### src/rtl/cdc_fifo_write_arbiter_if.sv
// Bundles the two requester handshakes and the FIFO write port seen by the arbiter.
// The master modport is the arbiter's view; the slave modport is the requester/FIFO side.
interface cdc_fifo_write_arbiter_if #(
    parameter int DATA_WIDTH = 4,
    parameter int CNT_WIDTH  = 8
);
    logic                  a_valid;
    logic [DATA_WIDTH-1:0] a_data;
    logic                  a_last;
    logic                  a_ready;
    logic                  b_valid;
    logic [DATA_WIDTH-1:0] b_data;
    logic                  b_last;
    logic                  b_ready;
    logic                  fifo_full;
    logic                  fifo_write_increment;
    logic [DATA_WIDTH-1:0] fifo_write_data;
    logic [1:0]            grant;
    logic [CNT_WIDTH-1:0]  beat_count;

    modport master (
        input  a_valid, a_data, a_last, b_valid, b_data, b_last, fifo_full,
        output a_ready, b_ready, fifo_write_increment, fifo_write_data, grant, beat_count
    );

    modport slave (
        output a_valid, a_data, a_last, b_valid, b_data, b_last, fifo_full,
        input  a_ready, b_ready, fifo_write_increment, fifo_write_data, grant, beat_count
    );
endinterface

### src/rtl/cdc_fifo_write_arbiter.sv
// Round-robin packet arbiter for the FIFO write port; grant 1 cycle after request, beats pass combinationally.
// Backpressure: owner's ready = !fifo_full, grant held through stalls/gaps, released on last or MAX_BURST.
module cdc_fifo_write_arbiter #(
    parameter int DATA_WIDTH = 4,
    parameter int MAX_BURST  = 8,
    parameter int CNT_WIDTH  = 8
) (
    input  logic                     clk,
    input  logic                     rst_n,
    cdc_fifo_write_arbiter_if.master bus
);
    localparam int BW = (MAX_BURST > 1) ? $clog2(MAX_BURST) : 1;
    localparam logic [BW-1:0] BURST_LAST = BW'(MAX_BURST - 1);

    typedef enum logic [1:0] {
        IDLE  = 2'b00,
        OWN_A = 2'b01,
        OWN_B = 2'b10
    } state_e;

    state_e                state_q, state_d;
    logic [BW-1:0]         burst_q, burst_d;
    logic                  last_b_q, last_b_d;   // 1: B was served last
    logic [CNT_WIDTH-1:0]  beat_count_q, beat_count_d;

    logic                  own_a, own_b;
    logic                  a_ready, b_ready;
    logic                  accept_a, accept_b;
    logic                  push;
    logic [DATA_WIDTH-1:0] wr_data;

    always_ff @(posedge clk) begin
        if (!rst_n) begin
            state_q      <= IDLE;
            burst_q      <= '0;
            last_b_q     <= 1'b1;
            beat_count_q <= '0;
        end else begin
            state_q      <= state_d;
            burst_q      <= burst_d;
            last_b_q     <= last_b_d;
            beat_count_q <= beat_count_d;
        end
    end

    // Outputs are masked while rst_n is low so nothing is pushed in the reset cycle.
    always_comb begin
        own_a    = rst_n && (state_q == OWN_A);
        own_b    = rst_n && (state_q == OWN_B);
        a_ready  = own_a && !bus.fifo_full;
        b_ready  = own_b && !bus.fifo_full;
        accept_a = a_ready && bus.a_valid;
        accept_b = b_ready && bus.b_valid;
        push     = accept_a || accept_b;
        wr_data  = '0;
        if (own_a) begin
            wr_data = bus.a_data;
        end else if (own_b) begin
            wr_data = bus.b_data;
        end
    end

    always_comb begin
        state_d      = state_q;
        burst_d      = burst_q;
        last_b_d     = last_b_q;
        beat_count_d = beat_count_q + CNT_WIDTH'(push);
        case (state_q)
            IDLE: begin
                if (bus.a_valid && (!bus.b_valid || last_b_q)) begin
                    state_d = OWN_A;
                end else if (bus.b_valid) begin
                    state_d = OWN_B;
                end
            end
            OWN_A: begin
                if (accept_a) begin
                    if (bus.a_last || (burst_q == BURST_LAST)) begin
                        last_b_d = 1'b0;
                        burst_d  = '0;
                        state_d  = bus.b_valid ? OWN_B : IDLE;
                    end else begin
                        burst_d = burst_q + 1'b1;
                    end
                end
            end
            OWN_B: begin
                if (accept_b) begin
                    if (bus.b_last || (burst_q == BURST_LAST)) begin
                        last_b_d = 1'b1;
                        burst_d  = '0;
                        state_d  = bus.a_valid ? OWN_A : IDLE;
                    end else begin
                        burst_d = burst_q + 1'b1;
                    end
                end
            end
            default: begin
                state_d = IDLE;
                burst_d = '0;
            end
        endcase
    end

    assign bus.a_ready              = a_ready;
    assign bus.b_ready              = b_ready;
    assign bus.fifo_write_increment = push;
    assign bus.fifo_write_data      = wr_data;
    assign bus.grant                = state_q;
    assign bus.beat_count           = beat_count_q;
endmodule

### src/flat_wrapper.sv
// flat-port wrapper written by rule: the top's interface ports become plain ports
module cdc_fifo_write_arbiter_flat 
#(
    parameter int DATA_WIDTH = 4,
    parameter int MAX_BURST  = 8,
    parameter int CNT_WIDTH  = 8
)
  (clk, rst_n, bus_a_valid, bus_a_data, bus_a_last, bus_b_valid, bus_b_data, bus_b_last, bus_fifo_full, bus_a_ready, bus_b_ready, bus_fifo_write_increment, bus_fifo_write_data, bus_grant, bus_beat_count);
  cdc_fifo_write_arbiter_if #(.DATA_WIDTH(DATA_WIDTH), .CNT_WIDTH(CNT_WIDTH)) bus_i ();
  input  logic clk;
  input  logic rst_n;
  input wire logic [$bits(bus_i.a_valid)-1:0] bus_a_valid;
  input wire logic [$bits(bus_i.a_data)-1:0] bus_a_data;
  input wire logic [$bits(bus_i.a_last)-1:0] bus_a_last;
  input wire logic [$bits(bus_i.b_valid)-1:0] bus_b_valid;
  input wire logic [$bits(bus_i.b_data)-1:0] bus_b_data;
  input wire logic [$bits(bus_i.b_last)-1:0] bus_b_last;
  input wire logic [$bits(bus_i.fifo_full)-1:0] bus_fifo_full;
  output wire logic [$bits(bus_i.a_ready)-1:0] bus_a_ready;
  output wire logic [$bits(bus_i.b_ready)-1:0] bus_b_ready;
  output wire logic [$bits(bus_i.fifo_write_increment)-1:0] bus_fifo_write_increment;
  output wire logic [$bits(bus_i.fifo_write_data)-1:0] bus_fifo_write_data;
  output wire logic [$bits(bus_i.grant)-1:0] bus_grant;
  output wire logic [$bits(bus_i.beat_count)-1:0] bus_beat_count;
  assign bus_i.a_valid = bus_a_valid;
  assign bus_i.a_data = bus_a_data;
  assign bus_i.a_last = bus_a_last;
  assign bus_i.b_valid = bus_b_valid;
  assign bus_i.b_data = bus_b_data;
  assign bus_i.b_last = bus_b_last;
  assign bus_i.fifo_full = bus_fifo_full;
  assign bus_a_ready = bus_i.a_ready;
  assign bus_b_ready = bus_i.b_ready;
  assign bus_fifo_write_increment = bus_i.fifo_write_increment;
  assign bus_fifo_write_data = bus_i.fifo_write_data;
  assign bus_grant = bus_i.grant;
  assign bus_beat_count = bus_i.beat_count;
  cdc_fifo_write_arbiter #(.DATA_WIDTH(DATA_WIDTH), .MAX_BURST(MAX_BURST), .CNT_WIDTH(CNT_WIDTH)) u_core (.clk(clk), .rst_n(rst_n), .bus(bus_i));
endmodule
### config.mk
export PLATFORM = sky130hd
export DESIGN_NAME = cdc_fifo_write_arbiter_flat
export DESIGN_NICKNAME = d
export VERILOG_FILES = /design/src/rtl/cdc_fifo_write_arbiter_if.sv /design/src/rtl/cdc_fifo_write_arbiter.sv /design/src/flat_wrapper.sv
export SDC_FILE = /design/constraint.sdc
export NUM_CORES = 1
export LEC_CHECK = 0
export CELL_PAD_IN_SITES_DETAIL_PLACEMENT = 0
export CELL_PAD_IN_SITES_GLOBAL_PLACEMENT = 1
export CORE_MARGIN = 2
export CORE_UTILIZATION = 33
export DETAILED_ROUTE_END_ITERATION = 16
export PLACE_DENSITY = 0.88
export REMOVE_ABC_BUFFERS = 1
export SYNTH_ARGS = -nofsm -noshare
export SYNTH_HDL_FRONTEND = slang
export SYNTH_SLANG_ARGS = --single-unit
### constraint.sdc
create_clock -name clk -period 4.55 [get_ports clk]
set_clock_uncertainty 0.2 [all_clocks]
set_input_delay 1.1375 -clock clk [delete_from_list [all_inputs] [get_ports clk]]
set_output_delay 1.1375 -clock clk [all_outputs]
set_load 0.01 [all_outputs]
==> results of run 1 <==
-- worst reg2reg max path, stage by stage (launching register included) --
cell	delay (ps)
dfxtp_1	410
inv_1	90
ha_1	330
and2_1	200
a22o_1	240
ha_1	200
ha_1	230
nand3_1	110
xor2_1	160
nor2_1	50
-- flip-flops by register name, summed over array words and instances, names as in the netlist --
name	flops
u_core.last_b_q	1
u_core.bus.beat_count	8
u_core.bus.grant	2
u_core.burst_q	3
-- final timing paths --
kind,startpoint,end,cells after the start
worst max-delay path,rst_n,bus_fifo_write_increment,6
worst min-delay path,u_core.burst_q[2],u_core.burst_q[2],2
worst max register to register,u_core.bus.grant[0],u_core.bus.beat_count[6],9
worst min register to register,u_core.burst_q[2],u_core.burst_q[2],2
-- final cells by class --
| class | instances | area [um2] |
|---|---|---|
| Clock buffer | 4 | 36.3 |
| Multi-Input combinational cell | 72 | 539 |
| Tap cell | 30 | 37.5 |
| Sequential cell | 14 | 280 |
| Fill cell | 229 | 1240 |
| Inverter | 6 | 22.5 |
| Timing Repair Buffer | 32 | 318 |
-- routing by layer --
layer  up-vias  routed length (um)
li1        397                   -
met1       342                 888
met2        30                 880
met3         2                 170
met4         0                  22
met5         -                   0
-- cells in the final DEF, fill, tap and decap left out --
| cell | netlist | final |
|---|---|---|
| o22ai_1 | 1 | 1 |
| dfxtp_1 | 14 | 14 |
| clkbuf_8 | 0 | 1 |
| a221oi_4 | 1 | 1 |
| nand3b_1 | 2 | 2 |
| ha_1 | 8 | 8 |
| nor2b_1 | 2 | 2 |
| o2111ai_1 | 1 | 1 |
| xor2_1 | 4 | 4 |
| o21ai_0 | 3 | 3 |
| inv_1 | 6 | 6 |
| and2_1 | 4 | 4 |
| and3_1 | 2 | 2 |
| buf_4 | 0 | 1 |
| clkbuf_4 | 0 | 3 |
| nand2b_1 | 3 | 3 |
| mux2i_1 | 2 | 2 |
| nand3_1 | 6 | 6 |
| a31oi_1 | 1 | 1 |
| nand3b_4 | 1 | 1 |
| a22oi_1 | 4 | 4 |
| clkdlybuf4s50_1 | 0 | 31 |
| a211oi_2 | 1 | 1 |
| nand4_1 | 1 | 1 |
| a22o_1 | 1 | 1 |
| a21o_1 | 1 | 1 |
| a21boi_0 | 1 | 1 |
| o211ai_2 | 1 | 1 |
| xnor2_1 | 2 | 2 |
| a22oi_2 | 1 | 1 |
| a211o_1 | 1 | 1 |
| nor2_1 | 11 | 11 |
| nand2_1 | 6 | 6 |
-- cell families (layout without fill, tap and decap cells) --
logic type / after synthesis / after routing / synth area share, %
compound gates: 18 / 18 / 19.0
buf+inv: 9 / 42 / 4.24
xor+xnor: 6 / 6 / 6.14
fa+ha+maj: 8 / 8 / 11.7
flops: 14 / 14 / 32.7
mux: 2 / 2 / 2.34
simple gates: 38 / 38 / 23.8
-- power groups by stage --
stage	logic, mW	registers (mW)	clock network [mW]
final	0.256	0.151	0.0878
after global routing	0.282	0.153	0.0966
after CTS	0.258	0.151	0.0911
after detailed placement	0.258	0.154	0
after global placement	0.254	0.152	0
after floorplan	0.169	0.155	0
-- metrics by stage --
| step | total power, mW | worst slack [ps] |
|---|---|---|
| 3_3_place_gp | 0.406 | 411 |
| 2_1_floorplan | 0.324 | 1340 |
| 4_1_cts | 0.500 | 384 |
| 3_5_place_dp | 0.412 | 384 |
| 6_report | 0.495 | 402 |
| 5_1_grt | 0.532 | 260 |
==> results.yml, run 1 <==
clocking:
  clock_tree.buffer_depth: 2
  worst_skew_pair.late_latency_ps: 280
  numCtsBuffers: 3
  cts-htree-levels: 1
  post_cts_resized: 0
  worst_setup_hold_path_clk_slew_ps: 80
  cts-hold-fix-buffers: 0
  cts.sinks: 14
  tritoncts_clock_tree: "yes"
  cts_setup_buffers: 0
  ctsRootBufferMaster: "clkbuf_4"
die:
  die_h_um: 54.9
  core_area_um2: 2480
  placement_rows: 18
  die_area_um2: 3020
  start_util_pct: 34.5
  die_w_um: 54.9
  io_pins: 32
synth:
  synth_top_cells_by_count: "dfxtp_1, nor2_1, ha_1"
  synth_seq_area_share_pct: 32.7
  synth_seq_cells: 14
  synth.cell_area_um2: 856
  ys_warn_count: 0
  synth_top_cells_by_area: "dfxtp_1, ha_1, nor2_1, xor2_1, nand3_1"
  share_of_flip_flops_with_an_asynchronous_set_or_reset_after_synthesis_pct: 0
  synth-edff-count: 0
  netlist_instances: 95
  yosysTopAreaCell: "dfxtp_1"
  synth-main-ff-cell: "dfxtp_1"
  post_synth.cell_area_avg_um2: 9.01
  synth_top_area_share_pct: 32.7
  synthDistinctLibCells: 31
  synth.most_common_cell: "dfxtp_1"
power_and_ir_drop:
  internal-power_mw: 0.313
  seqPwrFrac_pct: 30.5
  power.density_cell_area_nw_per_um2: 401
  total_leakage_power_nw: 0.498
  netSwitchingPower_mw: 0.183
  switching_share_pct: 36.9
  combinationalPowerShare_pct: 51.7
  clock_power_share_pct: 17.7
  ir_worst_vdd_v: 0.000246
global_route:
  overflow_left_after_global_routing: 0
  first_global_vias: 704
  grtUsageTotal_pct: 13.6
  met1_usage_pct: 16.7
  busiest_layer: "met2"
  grt_first_pass_wirelength_mm: 3.00
  groute.layer.met3.usage_pct: 3.76
  grt_antenna_before_repair: 0
  use_met2_pct: 22.6
  pin_count_of_the_biggest_net_entering_global_routing: 13
routing:
  drtIter0Drc: 7
  ant_nets: 0
  detailed_route_wire_length_per_cell_um: 12.4
  vias_per_cell: 4.88
  detail_route.drc_violations: 0
  wl_mm: 1.96
  first_pass_iteration_count_of_the_detailed_router: 4
  detailroute.via_count: 771
sta:
  setup_viol_count_final: 0
  final-max-slew-violation-count: 0
  final_total_negative_setup_slack_ps: 0
  worstMarginPinSlew_ps: 415
  grt_setup_unrepaired: "no"
  max_freq_mhz: 241
  timing.max_slew.rel_slack_pct: 72.3
  holdWs_ps: 273
  final-hold-violation-count: 0
  period_needed_ps: 4150
  final_min_period_over_clock_period_pct: 91.2
placed_design:
  buffer_ports.inserted: 31
  place_inst: 154
  routabilityCongestion: 0.703
  placed_standard_cell_area_um2: 1200
  detailed_place_hpwl_mm: 1.57
finish:
  design.final.nets: 152
  drive_gt1_share_pct: 7.81
  utilization_pct: 49.8
  num_antenna_cells: 0
  finish.cell_count_without_fillers: 158
  postLayoutCellArea_um2: 1230
  areaGrowthSynthToFinish_pct: 44.2
outcome:
  status: "finished, final reports clean"
worst_setup_path:
  critical_path_class: "input pin to output port"
  timing.reg2reg.setup_slack_ps: 2210
  worst_setup_path_start_kind: "input pin"
  timing.critical_path.max_delay_family: "buffers and inverters"
  critical_path.n_buffers_inverters: 3
  data_required_time_of_the_critical_path_ps: 3210
  worst_path_most_repeated_cell: "clkdlybuf4s50_1"
  arrival_ps: 2810
  critical_path_peak_fanout: 12
  timing.critical_path.cells: "clkdlybuf4s50_1, inv_1, nor2_1, and2_1, a22o_1, clkdlybuf4s50_1"
  max_stage_delay_ps: 480
  setup.worst_path.end_class: "output port"
  cp_slowest_cell: "clkdlybuf4s50_1"
min_path:
  path_class_of_the_lowest_slack_min_delay_path: "register to register"
flow_run:
  max-cap-violations: 0
No activity file was read; power rests on OpenSTA's default activity.
==> run 2: changes to the inputs <==
CORE_UTILIZATION = 36   (was 33)
DONT_BUFFER_PORTS = 1   (was unset)
PLACE_DENSITY = 0.7   (was 0.88)
==> results.yml, run 2 (same netlist as run 1, synthesis figures left out) <==
power_and_ir_drop:
  internal-power_mw: 0.253
  netSwitchingPower_mw: 0.173
  clock_power_share_pct: 16.9
  combinationalPowerShare_pct: 46.6
  finalPower_mw: 0.426
  total_leakage_power_nw: 0.373
  power.density_cell_area_nw_per_um2: 473
  seqPwrFrac_pct: 36.4
  ir_worst_vdd_v: 0.000201
  switching_share_pct: 40.7
sta:
  holdWs_ps: 268
  final_min_period_over_clock_period_pct: 72.8
  final-max-slew-violation-count: 0
  max_freq_mhz: 302
  timing.max_slew.rel_slack_pct: 71.9
  worstMarginPinSlew_ps: 422
  setup_viol_count_final: 0
  grt_setup_unrepaired: "no"
  final-hold-violation-count: 0
  timing.final.ws_setup_ps: 1240
  final_total_negative_setup_slack_ps: 0
  period_needed_ps: 3310
min_path:
  hold_end: "u_core.burst_q[2]"
  path_class_of_the_lowest_slack_min_delay_path: "register to register"
  worstHoldStart: "u_core.burst_q[2]"
  holdPathStages: 2
clocking:
  cts-htree-levels: 1
  numCtsBuffers: 3
  ctsRootBufferMaster: "clkbuf_4"
  cts-hold-fix-buffers: 0
  worst_skew_pair.late_latency_ps: 280
  post_cts_resized: 0
  worst_setup_hold_path_clk_slew_ps: 80
  cts_setup_buffers: 0
  clock_tree.buffer_depth: 2
  tritoncts_clock_tree: "yes"
  cts.sinks: 14
placed_design:
  placed_standard_cell_area_um2: 877
  buffer_ports.inserted: 0
  worst_slack_at_placement_ps: 1220
  routabilityCongestion: 0.759
  place_inst: 120
  detailed_place_hpwl_mm: 1.33
global_route:
  overflow_left_after_global_routing: 0
  grt_antenna_before_repair: 0
  grt_first_pass_wirelength_mm: 2.68
  first_global_vias: 615
  grtUsageTotal_pct: 13.6
  pin_count_of_the_biggest_net_entering_global_routing: 13
finish:
  postLayoutCellArea_um2: 900
  num_antenna_cells: 0
  final_cell_mix: "dfxtp_1, nor2_1, ha_1"
  design.final.nets: 120
  layout.filler_cells: 248
  drive_gt1_share_pct: 8.42
  final_common_cell: "dfxtp_1"
  largest_reg_flops: 8
  utilization_pct: 40.3
  areaGrowthSynthToFinish_pct: 5.12
  finish.cell_count_without_fillers: 123
worst_setup_path:
  critical_path.reg2reg.startpoint: "u_core.bus.grant[0]"
  critical_path_class: "input pin to output port"
  data_required_time_of_the_critical_path_ps: 3210
  timing.reg2reg.setup_slack_ps: 2040
  r2r-end: "u_core.bus.beat_count[6]"
  setup.worst_path.end_class: "output port"
  worst_setup_path_start_kind: "input pin"
  worst-r2r-cell-count: 9
  arrival_ps: 1970
  critical_path_peak_fanout: 12
die:
  die_w_um: 52.8
  die_area_um2: 2780
  placement_rows: 17
  core_area_um2: 2230
  io_pins: 32
  start_util_pct: 38.3
  die_h_um: 52.8
routing:
  vias_per_cell: 5.33
  drtIter0Drc: 2
  detail_route.drc_violations: 0
  wl_mm: 1.71
  detailroute.via_count: 656
  detailed_route_wire_length_per_cell_um: 13.9
  ant_nets: 0
  first_pass_iteration_count_of_the_detailed_router: 2
outcome:
  status: "finished, final reports clean"
flow_run:
  max-cap-violations: 0
-- run 2: layer usage --
layer,track usage (%),vias to the layer above,share of wire [%]
met5,0,-,0
met4,6.41,0,1.8
met3,4.57,4,5.3
met2,22.5,14,50
met1,15.5,305,43
li1,-,333,-
-- run 2: area by class of cell --
class                      instances  area [um2]  area share [%]
multi-input combinational         72         539            59.9
sequential                        14         280            31.2
tap                               28        35.0            3.89
clock buffer                       3        22.5            2.50
inverter                           6        22.5            2.50
-- run 2: worst max-delay path by stage --
stage / endpoint / from / depth (start not counted) / slack (ps)
3_5_place_dp: bus_fifo_write_increment / rst_n / 4 / 1220
6_report: bus_fifo_write_increment / rst_n / 4 / 1240
3_3_place_gp: bus_fifo_write_increment / rst_n / 4 / 1240
2_1_floorplan: bus_fifo_write_increment / rst_n / 4 / 1340
5_1_grt: bus_fifo_write_increment / rst_n / 4 / 1160
4_1_cts: bus_fifo_write_increment / rst_n / 4 / 1210
-- run 2: critical path: stages --
cell    delay (ps)
inv_1          240
nor2_1          90
and2_1         210
a22o_1         290
-- run 2: power by group through the flow --
stage | clock [mW] | sequential, mW | combinational, mW
global placement | 0 | 0.158 | 0.198
CTS | 0.0740 | 0.156 | 0.200
finish | 0.0720 | 0.155 | 0.199
detailed placement | 0 | 0.159 | 0.199
floorplan | 0 | 0.155 | 0.169
global route | 0.0788 | 0.157 | 0.223
==> run 3: changes to the inputs <==
PLACE_DENSITY = 0.73   (was 0.7)
clock period = 2.8 ns   (was 4.55 ns; I/O delays follow)
==> results.yml, run 3 (same netlist as run 1, synthesis figures left out) <==
finish:
  final_cell_mix: "dfxtp_1, nor2_1, ha_1"
  areaGrowthSynthToFinish_pct: 7.89
  largest_reg_flops: 8
  multiInputGateArea_um2: 542
  num_antenna_cells: 0
  drive_gt1_share_pct: 11.3
  layout.filler_cells: 234
  utilization_pct: 41.3
  design.final.nets: 121
  postLayoutCellArea_um2: 923
  final_common_cell: "dfxtp_1"
  area.sequential_um2: 280
routing:
  detailroute.via_count: 662
  first_pass_iteration_count_of_the_detailed_router: 4
  ant_nets: 0
  wl_mm: 1.71
  detailed_route_wire_length_per_cell_um: 13.7
  drtIter0Drc: 12
  vias_per_cell: 5.30
  detail_route.drc_violations: 0
die:
  die_h_um: 52.8
  io_pins: 32
  core_area_um2: 2230
  die_w_um: 52.8
  start_util_pct: 38.3
  placement_rows: 17
  die_area_um2: 2780
worst_setup_path:
  timing.critical_path.max_delay_family: "flip-flops"
  timing.reg2reg.setup_slack_ps: 330
  critical_path_class: "register to output port"
  max_stage_delay_ps: 460
  timing.critical_path.cells: "ha_1, and2_1, a22o_1"
  worst_setup_path_start_kind: "register"
  data_required_time_of_the_critical_path_ps: 1900
  arrival_ps: 1730
  critical_path.n_buffers_inverters: 0
  critical_path_peak_fanout: 10
  cp_slowest_cell: "dfxtp_1"
  setup.worst_path.end_class: "output port"
sta:
  timing.max_slew.rel_slack_pct: 71.7
  holdWs_ps: 266
  period_needed_ps: 2630
  setup_viol_count_final: 0
  max_freq_mhz: 381
  final_min_period_over_clock_period_pct: 93.8
  grt_setup_unrepaired: "no"
  final-hold-violation-count: 0
  worstMarginPinSlew_ps: 425
  final-max-slew-violation-count: 0
  final_total_negative_setup_slack_ps: 0
clocking:
  cts_setup_buffers: 0
  cts.sinks: 14
  cts-hold-fix-buffers: 0
  tritoncts_clock_tree: "yes"
  numCtsBuffers: 3
  clock_tree.buffer_depth: 2
  cts-htree-levels: 1
  worst_skew_pair.late_latency_ps: 290
  worst_setup_hold_path_clk_slew_ps: 80
  ctsRootBufferMaster: "clkbuf_4"
min_path:
  path_class_of_the_lowest_slack_min_delay_path: "register to register"
global_route:
  grt_first_pass_wirelength_mm: 2.90
  busiest_layer: "met2"
  pin_count_of_the_biggest_net_entering_global_routing: 13
  use_met2_pct: 22.9
  first_global_vias: 658
  grt_antenna_before_repair: 0
  grtUsageTotal_pct: 14.5
  groute.layer.met3.usage_pct: 8.57
  met1_usage_pct: 15.5
  overflow_left_after_global_routing: 0
flow_run:
  max-cap-violations: 0
outcome:
  status: "finished, final reports clean"
power_and_ir_drop:
  ir_worst_vdd_v: 0.000494
  total_leakage_power_nw: 0.386
  finalPower_mw: 0.723
  power.density_cell_area_nw_per_um2: 783
placed_design:
  detailed_place_hpwl_mm: 1.35
  routabilityCongestion: 0.704
  buffer_ports.inserted: 0
  placed_standard_cell_area_um2: 885
-- run 3: changes by cell type in the layout (fill, tap and decap cells not counted), sizes merged --
cell,previous run,this run
clkbuf,3,4
buf,0,1
-- run 3: worst min-delay path, stage by stage, from the launching register on --
cell and delay, ps:
dfxtp_1 320, nand2_1 50, o21ai_0 60
-- run 3: final cells by class --
| type | instances | area share [%] |
|---|---|---|
| Clock buffer | 4 | 3.93 |
| Inverter | 6 | 2.44 |
| Multi-Input combinational cell | 72 | 58.7 |
| Sequential cell | 14 | 30.4 |
| Tap cell | 28 | 3.79 |
| Timing Repair Buffer | 1 | 0.813 |
-- run 3: per-layer routing --
| layer | vias to the layer above | wire (um) |
|---|---|---|
| met3 | 4 | 165 |
| met5 | - | 0 |
| met1 | 304 | 740 |
| met4 | 0 | 25 |
| met2 | 16 | 782 |
| li1 | 338 | - |
-- run 3: what timing repair did --
item                                    in CTS  in global routing
endpoints found under the hold margin        0                  0
endpoints found under the setup margin       0                  4
resized for setup                            0                  1
-- run 3: power breakdown --
group	internal (mW)	switching, mW
combinational	0.140	0.184
clock	0.0792	0.0677
sequential	0.222	0.0297
-- run 3: worst paths after layout --
check                            from                        to  cells past startpoint
setup / recovery  u_core.bus.grant[0]  bus_fifo_write_increment                      3
hold / removal      u_core.burst_q[1]         u_core.burst_q[1]                      2
setup reg to reg  u_core.bus.grant[0]  u_core.bus.beat_count[5]                      9
hold reg to reg     u_core.burst_q[1]         u_core.burst_q[1]                      2
-- run 3: through the flow --
step                      cells  setup slack [ps]
after floorplan              92               352
after detailed placement    121               288
final                       125               174
after global routing        125              12.2
after global placement      121               337
after CTS                   125               125
